<file path="config.mk">
export PLATFORM = sky130hd
export DESIGN_NAME = vga_frame_prefetcher
export DESIGN_NICKNAME = d
export VERILOG_FILES = /design/src/rtl/vga_fb_pkg.sv /design/src/rtl/fb_read_pipe.sv /design/src/rtl/vga_frame_prefetcher.sv
export SDC_FILE = /design/constraint.sdc
export NUM_CORES = 1
export LEC_CHECK = 0
export ABC_AREA = 0
export BUFFER_PORTS_ARGS = -buffer_cell sky130_fd_sc_hd__buf_2
export CAP_MARGIN = 15
export CORE_MARGIN = 8
export CORE_UTILIZATION = 35
export DETAILED_ROUTE_END_ITERATION = 8
export PLACE_DENSITY = 0.6
export SLEW_MARGIN = 10
export SYNTH_ARGS = -nofsm -noshare
export SYNTH_HDL_FRONTEND = slang
export SYNTH_SLANG_ARGS = --single-unit
</file>
<file path="constraint.sdc">
create_clock -name clk_vga -period 6.6 [get_ports clk_vga]
set_clock_uncertainty 0.2 [all_clocks]
set_input_delay 0.99 -clock clk_vga [delete_from_list [all_inputs] [get_ports clk_vga]]
set_output_delay 0.99 -clock clk_vga [all_outputs]
set_load 0.01 [all_outputs]
</file>
<file path="src/rtl/vga_fb_pkg.sv">
// Shared definitions for the frame-buffer readers in the clk_vga domain.
package vga_fb_pkg;

   localparam int IMG_WIDTH_DEF  = 320;
   localparam int IMG_HEIGHT_DEF = 240;
   localparam int PIX_PER_FRAME  = IMG_WIDTH_DEF * IMG_HEIGHT_DEF;

   typedef enum logic [1:0] {
      IDLE,
      CLEAR,
      FETCH,
      DRAIN
   } fetch_state_t;

   // Pixels per frame for an arbitrary image geometry.
   function automatic int pix_per_frame(input int width, input int height);
      return width * height;
   endfunction

endpackage

</file>
<file path="src/rtl/fb_read_pipe.sv">
// Valid-bit delay line matching a fixed-latency RAM read path.
// out_valid rises exactly LATENCY cycles after the in_valid that caused it.
module fb_read_pipe #(
   parameter int LATENCY = 2
) (
   input  logic clk,
   input  logic rst_n,
   input  logic flush,
   input  logic in_valid,
   output logic out_valid
);

   logic [LATENCY-1:0] stage;

   // Shift the valid bit along; flush drops every read still in the RAM.
   always_ff @(posedge clk or negedge rst_n) begin
      if (!rst_n) begin
         stage <= '0;
      end else if (flush) begin
         stage <= '0;
      end else begin
         stage[0] <= in_valid;
         for (int unsigned i = 1; i < LATENCY; i++) begin
            stage[i] <= stage[i-1];
         end
      end
   end

   assign out_valid = stage[LATENCY-1];

endmodule

</file>
<file path="src/rtl/vga_frame_prefetcher.sv">
// Writer side of the display pixel FIFO: streams one frame from the
// frame-buffer RAM into the FIFO during vertical blanking, throttled by
// FIFO occupancy so pixel 0 sits at the FIFO head when active video starts.
module vga_frame_prefetcher
   import vga_fb_pkg::*;
#(
   parameter int IMG_WIDTH  = IMG_WIDTH_DEF,
   parameter int IMG_HEIGHT = IMG_HEIGHT_DEF,
   parameter int ADDR_W     = 17,
   parameter int DATA_W     = 16,
   parameter int RD_LATENCY = 2,
   parameter int FIFO_DEPTH = 512,
   parameter int CNT_W      = 10
) (
   input  logic              clk_vga,
   input  logic              rst_n,
   input  logic              enable,
   input  logic              fetch_start,
   input  logic [ADDR_W-1:0] fb_base,
   output logic              fb_rd_en,
   output logic [ADDR_W-1:0] fb_addr,
   input  logic [DATA_W-1:0] fb_rd_data,
   output logic              fifo_clr,
   output logic              fifo_wr_en,
   output logic [DATA_W-1:0] fifo_wr_data,
   input  logic              fifo_full,
   input  logic [CNT_W-1:0]  fifo_count,
   output logic              busy,
   output logic              frame_done,
   output logic              overflow_err,
   output logic              resync_err
);

   localparam int N_PIX = pix_per_frame(IMG_WIDTH, IMG_HEIGHT);
   localparam int PIX_W = $clog2(N_PIX + 1);
   localparam int INF_W = $clog2(RD_LATENCY + 2);

   fetch_state_t      state;
   fetch_state_t      state_nxt;
   logic [ADDR_W-1:0] base;
   logic [PIX_W-1:0]  pix_cnt;
   logic [INF_W-1:0]  inflight;
   logic              accept;
   logic              issue;
   logic              last_issue;
   logic              pipe_out;

   // An enabled start is honoured in every state; outside IDLE it aborts.
   assign accept = fetch_start && enable;
   assign busy   = (state != IDLE);

   // fifo_count lags by one cycle, so one slot is held back as margin.
   assign issue = (state == FETCH) &&
                  ((32'(fifo_count) + 32'(inflight)) < 32'(FIFO_DEPTH - 1));
   assign last_issue = issue && (pix_cnt == PIX_W'(N_PIX - 1));

   assign fb_rd_en = issue;
   assign fb_addr  = base + ADDR_W'(pix_cnt);

   fb_read_pipe #(
      .LATENCY (RD_LATENCY)
   ) u_read_pipe (
      .clk       (clk_vga),
      .rst_n     (rst_n),
      .flush     (accept),
      .in_valid  (issue),
      .out_valid (pipe_out)
   );

   assign fifo_wr_en   = pipe_out;
   assign fifo_wr_data = pipe_out ? fb_rd_data : '0;

   // State register.
   always_ff @(posedge clk_vga or negedge rst_n) begin
      if (!rst_n) begin
         state <= IDLE;
      end else begin
         state <= state_nxt;
      end
   end

   // Next-state selection plus the clear and frame-done strobes.
   always_comb begin
      state_nxt  = state;
      fifo_clr   = 1'b0;
      frame_done = 1'b0;
      case (state)
         IDLE: begin
            if (accept) state_nxt = CLEAR;
         end
         CLEAR: begin
            fifo_clr  = 1'b1;
            state_nxt = accept ? CLEAR : FETCH;
         end
         FETCH: begin
            if (accept)          state_nxt = CLEAR;
            else if (last_issue) state_nxt = DRAIN;
         end
         DRAIN: begin
            if (accept) begin
               state_nxt = CLEAR;
            end else if (inflight == '0) begin
               frame_done = 1'b1;
               state_nxt  = IDLE;
            end
         end
         default: state_nxt = IDLE;
      endcase
   end

   // Base latch, pixel/in-flight counters and sticky error flags.
   always_ff @(posedge clk_vga or negedge rst_n) begin
      if (!rst_n) begin
         base         <= '0;
         pix_cnt      <= '0;
         inflight     <= '0;
         overflow_err <= 1'b0;
         resync_err   <= 1'b0;
      end else begin
         if (accept) begin
            base     <= fb_base;
            pix_cnt  <= '0;
            inflight <= '0;
            if (state != IDLE) resync_err <= 1'b1;
         end else begin
            if (issue) pix_cnt <= pix_cnt + 1'b1;
            case ({issue, pipe_out})
               2'b10:   inflight <= inflight + 1'b1;
               2'b01:   inflight <= inflight - 1'b1;
               default: inflight <= inflight;
            endcase
         end
         if (pipe_out && fifo_full) overflow_err <= 1'b1;
      end
   end

endmodule

</file>
==> run summary, run 1 <==
Core area - 8093 µm²
Clk pin slew, worst setup/hold paths - 0.08 ns
R2R depth - 8
Most common cell in the netlist - nand2_1
CP required - 5.41 ns
Initial antenna violation count - 0
Number of synthesized flops with an enable pin - 0
WS Path Type - in -> out
IO Port Bufs - 87
Yosys top cell by area - dfrtp_1
R2R Setup Slk - 3.61 ns
# rows - 33
Die Area - 11370 µm²
Prevailing post-synth register cell - dfrtp_1
Fin crit period - 4.101 ns
Post-synth ARST share - 100.0%
Top cells by count, synth - nand2_1, dfrtp_1, nor2_1, and2_1, ha_1
Detailed-route via count - 2578
Final Total Pwr - 745.9 µW
Slew Limit Fails - 0
Syn_nets - 401
Seq/Total Area, Yosys - 36.57%
Starting density of the core - 35.51%
Cell area power density - 214.4 nW/µm²
Outcome - completed
Arr. time, crit path - 2.91 ns
Max Buffers Root-to-Sink - 2
Worst r2r src - inflight[0]
Post-cts sizing count - 0
Num CTS Buffers - 5
Max Cap Viol - 0
F_max - 243.8 MHz
Worst Path Max Fanout - 13
Nets@finish - 486
Largest net degree at the start of global routing - 43
Ratio of final minimum period to clock period - 62.14%
Setup Buffers After CTS - 0
Critical path origin - fifo_count[0]
R2r endpoint - inflight[1]
Routed Antenna Nets - 0
Worst setup SP type - input pin
Layout cells sized above 1 - 23.74%
Post-Synthesis Cells - 332
Synthesized cell area - 2874 µm²
Main area contributors after synthesis - dfrtp_1, ha_1, nand2_1, xnor2_1, xor2_1
CP Capture Type - primary output
DRT iter0 DRCs - 130
Num Clock Sinks - 42
# IOs - 88
Initial DRT Pass Iterations - 4
Synth-to-Final Area Change - 21.07%
Synth Warn # - 0
Measured slew at the worst slew-check pin - 0.9707 ns
HP Class - reg -> reg
CTS tree - built
Number of diodes - 0
Final setup viols - 0
DR WL/cell - 14.28 µm
Total Wirelength - 7455 µm
Placer Congestion - 0.8461
Die width - 106.6 µm
H-tree depth - 2
Worst skew pair latency - 0.29 ns
Global-route wire length before repair - 12240 µm
#FFs+latches synth - 42
Static Leak - 1.768 nW
Quantity of hold-fixing buffers added after cts - 0
Max_slew headroom - 35.29%
Final Hold Fails - 0
Hold depth - 1
Maximum VDD drop - 0.08087 mV
Setup tns final - 0 ns
GRT Resource Usage Total - 13.19%
Syn avg cell area - 8.657 µm²
Die H - 106.6 µm
Top cell type's share of synthesized area - 36.57%
Unrepaired setup endpoints after global routing - false
Overflow after GRT - 0
Synth cell types - 44
CP endpoint - fb_rd_en
Vias/cell - 4.939
DRC viols - 0
Number of global-route vias before repair - 2566
DP HPWL - 5606 µm
CTS root buf - clkbuf_8
## registers in the layout, indices dropped and copies added, names as in the netlist
register / cells
base: 17
resync_err: 1
state: 2
inflight: 2
overflow_err: 1
u_read_pipe.stage: 2
pix_cnt: 17
## placed cells by master (no fill, tap or decap), drive strengths merged, types with 4 or more instances in the layout
master / instances
a21o: 6
a21oi: 14
a31oi: 4
and2: 19
and3: 5
buf: 88
clkbuf: 7
dfrtp: 42
ha: 19
inv: 10
nand2: 61
nand3: 6
nand4: 10
nor2: 27
nor2b: 8
nor3: 10
nor4: 6
o21ai: 9
xnor2: 17
xor2: 14
## per-stage QoR
step	worst slack, ns	cell area [µm²]	util (%)	hold slack [ns]	std cells
after floorplan	2.794	2874	-	0.2277	332
after global placement	2.542	3403	42.05	0.2333	515
after detailed placement	2.481	3403	42.05	0.2355	515
after CTS	2.478	3480	43.00	0.2545	522
after global routing	2.403	3480	43.00	0.2796	522
final	2.499	3480	43.00	0.2510	522
## layer usage
layer	part of all wire, %	vias to the layer above	track usage [%]
met4	1.5	0	5.327
met3	5.0	8	2.759
li1	-	1323	-
met5	0	-	0
met2	49	58	22.38
met1	45	1189	15.91
## cell families (layout without fill, tap and decap cells)
family	after synthesis	in the layout	share of synthesized area, %
compound gates	55	55	12.62
xor+xnor	31	31	9.447
fa+ha+maj	21	21	9.665
buf+inv	20	105	2.873
flops	42	42	36.57
simple gates	163	163	28.82
## final cells by class
class	count	area (µm²)
Tap cell	105	131.4
Timing Repair Buffer	88	442.9
Fill cell	857	4613
Inverter	10	37.54
Multi-Input combinational cell	270	1740
Clock buffer	7	76.32
Sequential cell	42	1051
## power breakdown
part	internal (mW)	switching, mW	total, mW
Clock	0.0729	0.0842	0.157
Combinational	0.117	0.146	0.263
Sequential	0.288	0.0376	0.326
Total	0.478	0.268	0.746
## critical path, cell delays in order
cell,delay [ns]
buf_2,0.10
ha_1,0.23
fa_1,0.40
nand4b_1,0.18
or4_4,0.42
o211a_2,0.26
nor2_4,0.16
buf_2,0.16
## worst min-delay path by stage
stage / start / to
after floorplan: u_read_pipe.stage[0] / u_read_pipe.stage[1]
final: u_read_pipe.stage[0] / u_read_pipe.stage[1]
after detailed placement: u_read_pipe.stage[0] / u_read_pipe.stage[1]
after CTS: u_read_pipe.stage[0] / u_read_pipe.stage[1]
after global placement: u_read_pipe.stage[0] / u_read_pipe.stage[1]
after global routing: u_read_pipe.stage[0] / u_read_pipe.stage[1]
Note: power is estimated with default switching activity, not from simulation.
==> inputs of run 2 (changes only) <==
--- a/config.mk
+++ b/config.mk
@@ -5,13 +5,13 @@
 export SDC_FILE = /design/constraint.sdc
 export NUM_CORES = 1
 export LEC_CHECK = 0
-export ABC_AREA = 0
+export ABC_AREA = 1
 export BUFFER_PORTS_ARGS = -buffer_cell sky130_fd_sc_hd__buf_2
 export CAP_MARGIN = 15
 export CORE_MARGIN = 8
 export CORE_UTILIZATION = 35
 export DETAILED_ROUTE_END_ITERATION = 8
-export PLACE_DENSITY = 0.6
+export PLACE_DENSITY = 0.59
 export SLEW_MARGIN = 10
 export SYNTH_ARGS = -nofsm -noshare
 export SYNTH_HDL_FRONTEND = slang
==> constraint.sdc (replaced) <==
create_clock -name clk_vga -period 4 [get_ports clk_vga]
set_clock_uncertainty 0.2 [all_clocks]
set_input_delay 0.6 -clock clk_vga [delete_from_list [all_inputs] [get_ports clk_vga]]
set_output_delay 0.6 -clock clk_vga [all_outputs]
set_load 0.01 [all_outputs]
==> run summary, run 2 <==
Outcome - completed (unchanged)
CP Capture Type - primary output (unchanged)
Synth-to-Final Area Change - 20.00% (was 21.07%)
Largest net degree at the start of global routing - 43 (unchanged)
Max incr delay on CP - 0.43 ns (was 0.42 ns)
IO Port Bufs - 87 (unchanged)
Starting density of the core - 35.37% (was 35.51%)
Maximum VDD drop - 0.1841 mV (was 0.08087 mV)
Total buffers and inverters traversed by the critical path - 2 (unchanged)
CTS root buf - clkbuf_8 (unchanged)
Global-route wire length before repair - 14700 µm (was 12240 µm)
Critical path origin - pix_cnt[0] (was fifo_count[0])
Final setup viols - 0 (unchanged)
Seq/Total Area, Yosys - 32.94% (was 36.57%)
Measured slew at the worst slew-check pin - 0.9407 ns (was 0.9707 ns)
Most frequent cells in the layout - nand2_1, buf_2, inv_1, dfrtp_1, nor2_1 (was buf_2, nand2_1, dfrtp_1, nor2_1)
GRT Resource Usage Total - 13.54% (was 13.19%)
Slowest CP cell - dfrtp_1 (was or4_4)
Non-Filler Instances - 664 (was 522)
Finished Cell Area - 3829 µm² (was 3480 µm²)
F_max - 297.6 MHz
#FFs+latches synth - 42 (unchanged)
DP Area - 3734 µm² (was 3403 µm²)
Ratio of final minimum period to clock period - 84.00%
Max_slew headroom - 37.28% (was 35.29%)
Vias/cell - 4.785 (was 4.939)
Top cells by count, synth - nand2_1, inv_1, dfrtp_1, nor2_1, nand3_1 (was nand2_1, dfrtp_1, nor2_1, and2_1, ha_1)
Die Area - 12430 µm² (was 11370 µm²)
Layout cells sized above 1 - 20.25% (was 23.74%)
Syn_nets - 534 (was 401)
Placer Congestion - 0.8591 (was 0.8461)
Clk pin slew, worst setup/hold paths - 0.09 ns (was 0.08 ns)
Synth cell types - 34 (was 44)
Top cell type's share of synthesized area - 32.94% (was 36.57%)
# IOs - 88 (unchanged)
DRC viols - 0 (unchanged)
Worst r2r src - inflight[0] (unchanged)
DRT iter0 DRCs - 126 (was 130)
Most common cell in the netlist - nand2_1 (unchanged)
Largest regs - base (17), pix_cnt (17) (unchanged)
Worst Path Max Fanout - 6 (was 13)
Quantity of hold-fixing buffers added after cts - 0 (unchanged)
Core area - 9021 µm² (was 8093 µm²)
Unrepaired setup endpoints after global routing - false (unchanged)
WS Path Type - reg -> out (was in -> out)
CP required - 3.20 ns (was 5.41 ns)
Prevailing post-synth register cell - dfrtp_1 (unchanged)
Kind of cell adding the most delay to the critical path - compound AO/OA/AOI/OAI gates (was simple AND/OR/NAND/NOR gates)
Worst setup SP type - flip-flop (was input pin)
CTS tree - built (unchanged)
Leading cell type in the layout, fill and taps excluded - nand2_1 (was buf_2)
Arr. time, crit path - 2.56 ns (was 2.91 ns)
Setup Buffers After CTS - 0 (unchanged)
Setup tns final - 0 ns (unchanged)
Most used cell along the critical path - nand2_1 (was buf_2)
Max Cap Viol - 0 (unchanged)
Total Wirelength - 8412 µm (was 7455 µm)
Overflow after GRT - 0 (unchanged)
# rows - 35 (was 33)
Num CTS Buffers - 5 (unchanged)
Routed Antenna Nets - 0 (unchanged)
Static Leak - 2.268 nW (was 1.768 nW)
Post-cts sizing count - 0 (unchanged)
CP cell instances - ha_1 > inv_1 > fa_1 > o21ai_0 > a21oi_1 > o21ai_2 > nand2_1 > nand2_1 > nand2_1 > nand2_1 > buf_2 (was buf_2 > ha_1 > fa_1 > nand4b_1 > or4_4 > o211a_2 > nor2_4 > buf_2)
Die H - 111.5 µm (was 106.6 µm)
Util after Layout - 42.44% (was 43.00%)
Number of diodes - 0 (unchanged)
Yosys top cell by area - dfrtp_1 (unchanged)
Synth Warn # - 0 (unchanged)
Syn avg cell area - 6.861 µm² (was 8.657 µm²)
Synthesized cell area - 3191 µm² (was 2874 µm²)
Post-Synthesis Cells - 465 (was 332)
Initial DRT Pass Iterations - 4 (unchanged)
Detailed-route via count - 3177 (was 2578)
Nets@finish - 621 (was 486)
Main area contributors after synthesis - dfrtp_1, nand2_1, ha_1, inv_1, nand3_1 (was dfrtp_1, ha_1, nand2_1, xnor2_1, xor2_1)
Number of global-route vias before repair - 3254 (was 2566)
Worst skew pair latency - 0.29 ns (about the same)
Fin crit period - 3.360 ns
Post-synth ARST share - 100.0% (unchanged)
DP HPWL - 6648 µm (was 5606 µm)
Initial antenna violation count - 0 (unchanged)
DR WL/cell - 12.67 µm (was 14.28 µm)
Final Total Pwr - 1.326 mW (was 745.9 µW)
Number of synthesized flops with an enable pin - 0 (unchanged)
Cell area power density - 346.4 nW/µm² (was 214.4 nW/µm²)
Die width - 111.5 µm (was 106.6 µm)
Final Hold Fails - 0 (unchanged)
Dpl cells - 656 (was 515)
H-tree depth - 2 (unchanged)
Slew Limit Fails - 0 (unchanged)
Max Buffers Root-to-Sink - 2 (unchanged)
HP Class - in -> async (was reg -> reg)
Num Clock Sinks - 42 (unchanged)
[run 2: kinds of logic after synthesis]
| group | after synthesis | share of synthesized area, % |
|---|---|---|
| AO/OA/AOI/OAI | 53 | 9.647 |
| XOR/XNOR | 19 | 5.216 |
| adder cells (fa/ha/maj) | 21 | 8.706 |
| buffers and inverters | 71 | 8.824 |
| flip-flops | 42 | 32.94 |
| AND/OR/NAND/NOR | 259 | 34.67 |
[run 2: area by class of cell]
| type | count | area, µm² |
|---|---|---|
| multi-input cells | 352 | 1858 |
| well taps | 111 | 138.9 |
| repair buffers | 89 | 450.4 |
| inverters | 62 | 235.2 |
| fillers | 973 | 5192 |
| flip-flops and latches | 42 | 1051 |
| clock buffers | 6 | 82.58 |
| clock inverters | 2 | 12.51 |
[run 2: path summary, 6_finish.rpt]
kind / to / slack (ns) / cells after the start
worst min register to register: overflow_err / 0.25 / 1
worst max register to register: pix_cnt[10] / 1.48 / 12
min in group clk_vga: overflow_err / 0.25 / 1
worst min-delay path: base[3] / 0.23 / 1
max in group asynchronous: base[14] / 2.76 / 1
worst max-delay path: fb_addr[10] / 0.64 / 11
[run 2: worst reg2reg max path: cells and delay by family, from the launching register on]
kind | cells | cell delay, ns
AOI/OAI and AO/OA | 1 | 0.07
adders and majority gates | 2 | 0.72
buffers and inverters | 1 | 0.20
DFF | 1 | 0.43
and+or+nand+nor | 8 | 0.81
[run 2: routing by layer]
layer / track usage (%) / routed length, µm / part of all wire (%) / up-vias
li1: - / - / - / 1662
met1: 16.41 / 3956 / 47 / 1442
met2: 23.94 / 4048 / 48 / 66
met3: 3.280 / 359 / 4.3 / 7
met4: 2.044 / 47 / 0.56 / 0
met5: 0 / 0 / 0 / -
[run 2: metrics by stage]
step	hold WS, ns	worst slack [ns]
floorplan	0.1044	1.237
global placement	0.2381	0.9837
finish	0.2289	0.6402
detailed placement	0.2440	0.9208
global route	0.2828	0.4029
CTS	0.2618	0.6307
[run 2: report_power, final]
part | total, mW | switching, mW | internal, mW
Combinational | 0.495 | 0.302 | 0.192
Clock | 0.288 | 0.149 | 0.139
Sequential | 0.544 | 0.0617 | 0.482
==> inputs of run 3 (changes only) <==
--- a/config.mk
+++ b/config.mk
@@ -11,7 +11,7 @@
 export CORE_MARGIN = 8
 export CORE_UTILIZATION = 35
 export DETAILED_ROUTE_END_ITERATION = 8
-export PLACE_DENSITY = 0.59
+export PLACE_DENSITY = 0.61
 export SLEW_MARGIN = 10
 export SYNTH_ARGS = -nofsm -noshare
 export SYNTH_HDL_FRONTEND = slang
==> constraint.sdc (replaced) <==
create_clock -name clk_vga -period 2.71 [get_ports clk_vga]
set_clock_uncertainty 0.2 [all_clocks]
set_input_delay 0.4065 -clock clk_vga [delete_from_list [all_inputs] [get_ports clk_vga]]
set_output_delay 0.4065 -clock clk_vga [all_outputs]
set_load 0.01 [all_outputs]
==> run summary, run 3 (synthesized netlist as in run 2, its figures left out) <==
Cell area power density - 511.5 nW/µm² (was 346.4 nW/µm²)
Most used cell along the critical path - o21ai_4 (was nand2_1)
FILL cells - 948 (was 973)
Num CTS Buffers - 5 (unchanged)
HP Class - in -> reg (was in -> async)
Die Area - 12430 µm² (unchanged)
Synth-to-Final Area Change - 34.90% (was 20.00%)
Leading cell type in the layout, fill and taps excluded - nand2_1 (unchanged)
Register area - 1052 µm² (was 1051 µm²)
Vias/cell - 4.827 (was 4.785)
Maximum VDD drop - 0.3511 mV (was 0.1841 mV)
Num Clock Sinks - 42 (unchanged)
Setup tns final - -0.03463 ns (was 0 ns)
Global-route wire length before repair - 15040 µm (was 14700 µm)
Met2 Use GR - 23.98% (was 23.94%)
Number of global-route vias before repair - 3301 (was 3254)
Unrepaired setup endpoints after global routing - true (was false)
Nets@finish - 652 (was 621)
Violated checks - negative setup slack
Final setup viols - 2 (was 0)
GRT Resource Usage Total - 13.99% (was 13.54%)
Max Buffers Root-to-Sink - 2 (unchanged)
Worst setup SP type - flip-flop (unchanged)
Ratio of final minimum period to clock period - 100.7%
Non-Filler Instances - 695 (was 664)
IO Port Bufs - 87 (unchanged)
CP cell instances - ha_2 > inv_2 > fa_2 > o21ai_4 > a21oi_4 > o21ai_4 > buf_4 > xor2_1 > buf_2 (was ha_1 > inv_1 > fa_1 > o21ai_0 > a21oi_1 > o21ai_2 > nand2_1 > nand2_1 > nand2_1 > nand2_1 > buf_2)
Worst skew pair latency - 0.30 ns (was 0.29 ns)
Max incr delay on CP - 0.37 ns (was 0.43 ns)
Starting density of the core - 35.37% (unchanged)
Worst Path Max Fanout - 4 (was 6)
Total Wirelength - 9121 µm (was 8412 µm)
Placer Congestion - 0.8502 (was 0.8591)
Final Hold Fails - 0 (unchanged)
Total buffers and inverters traversed by the critical path - 3 (was 2)
Die H - 111.5 µm (unchanged)
DRT iter0 DRCs - 130 (was 126)
Overflow after GRT - 0 (unchanged)
CP required - 2.10 ns (was 3.20 ns)
Die width - 111.5 µm (unchanged)
Layout cells sized above 1 - 29.28% (was 20.25%)
Setup ws final - -0.01897 ns (was 0.6402 ns)
Initial DRT Pass Iterations - 4 (unchanged)
Met1 GRT Util - 17.20% (was 16.41%)
# IOs - 88 (unchanged)
Worst Setup Slack post-DPL - -0.02895 ns (was 0.9208 ns)
WS Path Type - reg -> out (unchanged)
Fin crit period - 2.729 ns
Routed Antenna Nets - 0 (unchanged)
Dpl cells - 667 (was 656)
Largest regs - base (17), pix_cnt (17) (unchanged)
Busiest grt layer - met2 (unchanged)
Max_slew headroom - 59.99% (was 37.28%)
# rows - 35 (unchanged)
CP Capture Type - primary output (unchanged)
Slowest CP cell - fa_2 (was dfrtp_1)
Static Leak - 2.423 nW (was 2.268 nW)
Detailed-route via count - 3355 (was 3177)
DR WL/cell - 13.12 µm (was 12.67 µm)
Slew Limit Fails - 0 (unchanged)
DP HPWL - 6932 µm (was 6648 µm)
H-tree depth - 2 (unchanged)
Clk pin slew, worst setup/hold paths - 0.09 ns (about the same)
Kind of cell adding the most delay to the critical path - adder cells (was compound AO/OA/AOI/OAI gates)
Number of diodes - 0 (unchanged)
DRC viols - 0 (unchanged)
F_max - 366.4 MHz
Measured slew at the worst slew-check pin - 0.6001 ns (was 0.9407 ns)
Max Cap Viol - 0 (unchanged)
Area of the multi-input gates - 2076 µm² (was 1858 µm²)
CTS root buf - clkbuf_8 (unchanged)
Core area - 9021 µm² (unchanged)
Arr. time, crit path - 2.12 ns (was 2.56 ns)
CTS tree - built (unchanged)
Met3 Use GR - 3.602% (was 3.280%)
Most frequent cells in the layout - nand2_1, buf_2, inv_1, dfrtp_1, buf_4 (was nand2_1, buf_2, inv_1, dfrtp_1, nor2_1)
Initial antenna violation count - 0 (unchanged)
Util after Layout - 47.71% (was 42.44%)
Outcome - complete, but fails checks (was completed)
Largest net degree at the start of global routing - 43 (unchanged)
## run 3: cell types whose count changed in the layout (fill, tap and decap cells not counted), sizes merged
cell	previous run	this run
dlygate4sd3	0	1
buf	89	119
bufinv	0	1
clkinv	1	0
## run 3: stage by stage
stage / cell area (µm²) / hold slack, ns / power [mW]
finish: 4304 / 0.09173 / 2.202
global route: 4304 / 0.08295 / 2.384
CTS: 4064 / 0.08427 / 2.135
detailed placement: 3816 / 0.2439 / 1.591
global placement: 3816 / 0.2328 / 1.572
floorplan: 3191 / -0.08909 / 1.298
## run 3: final cells by class
| cell class | instances | share of cell area [%] |
|---|---|---|
| Multi-Input combinational cell | 352 | 48.23 |
| Sequential cell | 42 | 24.45 |
| Timing Repair Buffer | 120 | 16.08 |
| Inverter | 62 | 5.465 |
| Tap cell | 111 | 3.227 |
| Clock buffer | 6 | 1.686 |
| Clock inverter | 2 | 0.8721 |
## run 3: timing repair
item / in CTS / in global routing
hold buffers: 1 / 0
pin swaps: 6 / 11
gates cloned: 0 / 0
gates resized for setup: 17 / 24
hold endpoints to repair: 26 / 0
endpoints found under the setup margin: 11 / 11
setup buffers: 7 / 12
## run 3: tightest hold or removal path, stage by stage
cell and delay [ns]:
buf_2 0.07, nand2_1 0.04, nand2_1 0.04
## run 3: layer usage
metal | vias up | wire (µm)
li1 | 1724 | -
met1 | 1558 | 4153
met3 | 7 | 431
met2 | 66 | 4505
met4 | 0 | 31
met5 | - | 0
## run 3: path summary, 6_finish.rpt
kind	start	to	slack, ns	cells after the start
worst min-delay path	fb_base[4]	base[4]	0.09	3
max in group asynchronous	rst_n	pix_cnt[4]	1.40	3
worst min register to register	overflow_err	overflow_err	0.26	1
worst max-delay path	base[0]	fb_addr[8]	-0.02	9
min in group asynchronous	rst_n	base[3]	0.50	3
worst max register to register	inflight[0]	inflight[1]	0.24	13
## run 3: where the power goes
| group | switching, mW | internal, mW |
|---|---|---|
| sequential | 0.0865 | 0.712 |
| clock | 0.221 | 0.275 |
| combinational | 0.512 | 0.395 |
| total | 0.819 | 1.38 |
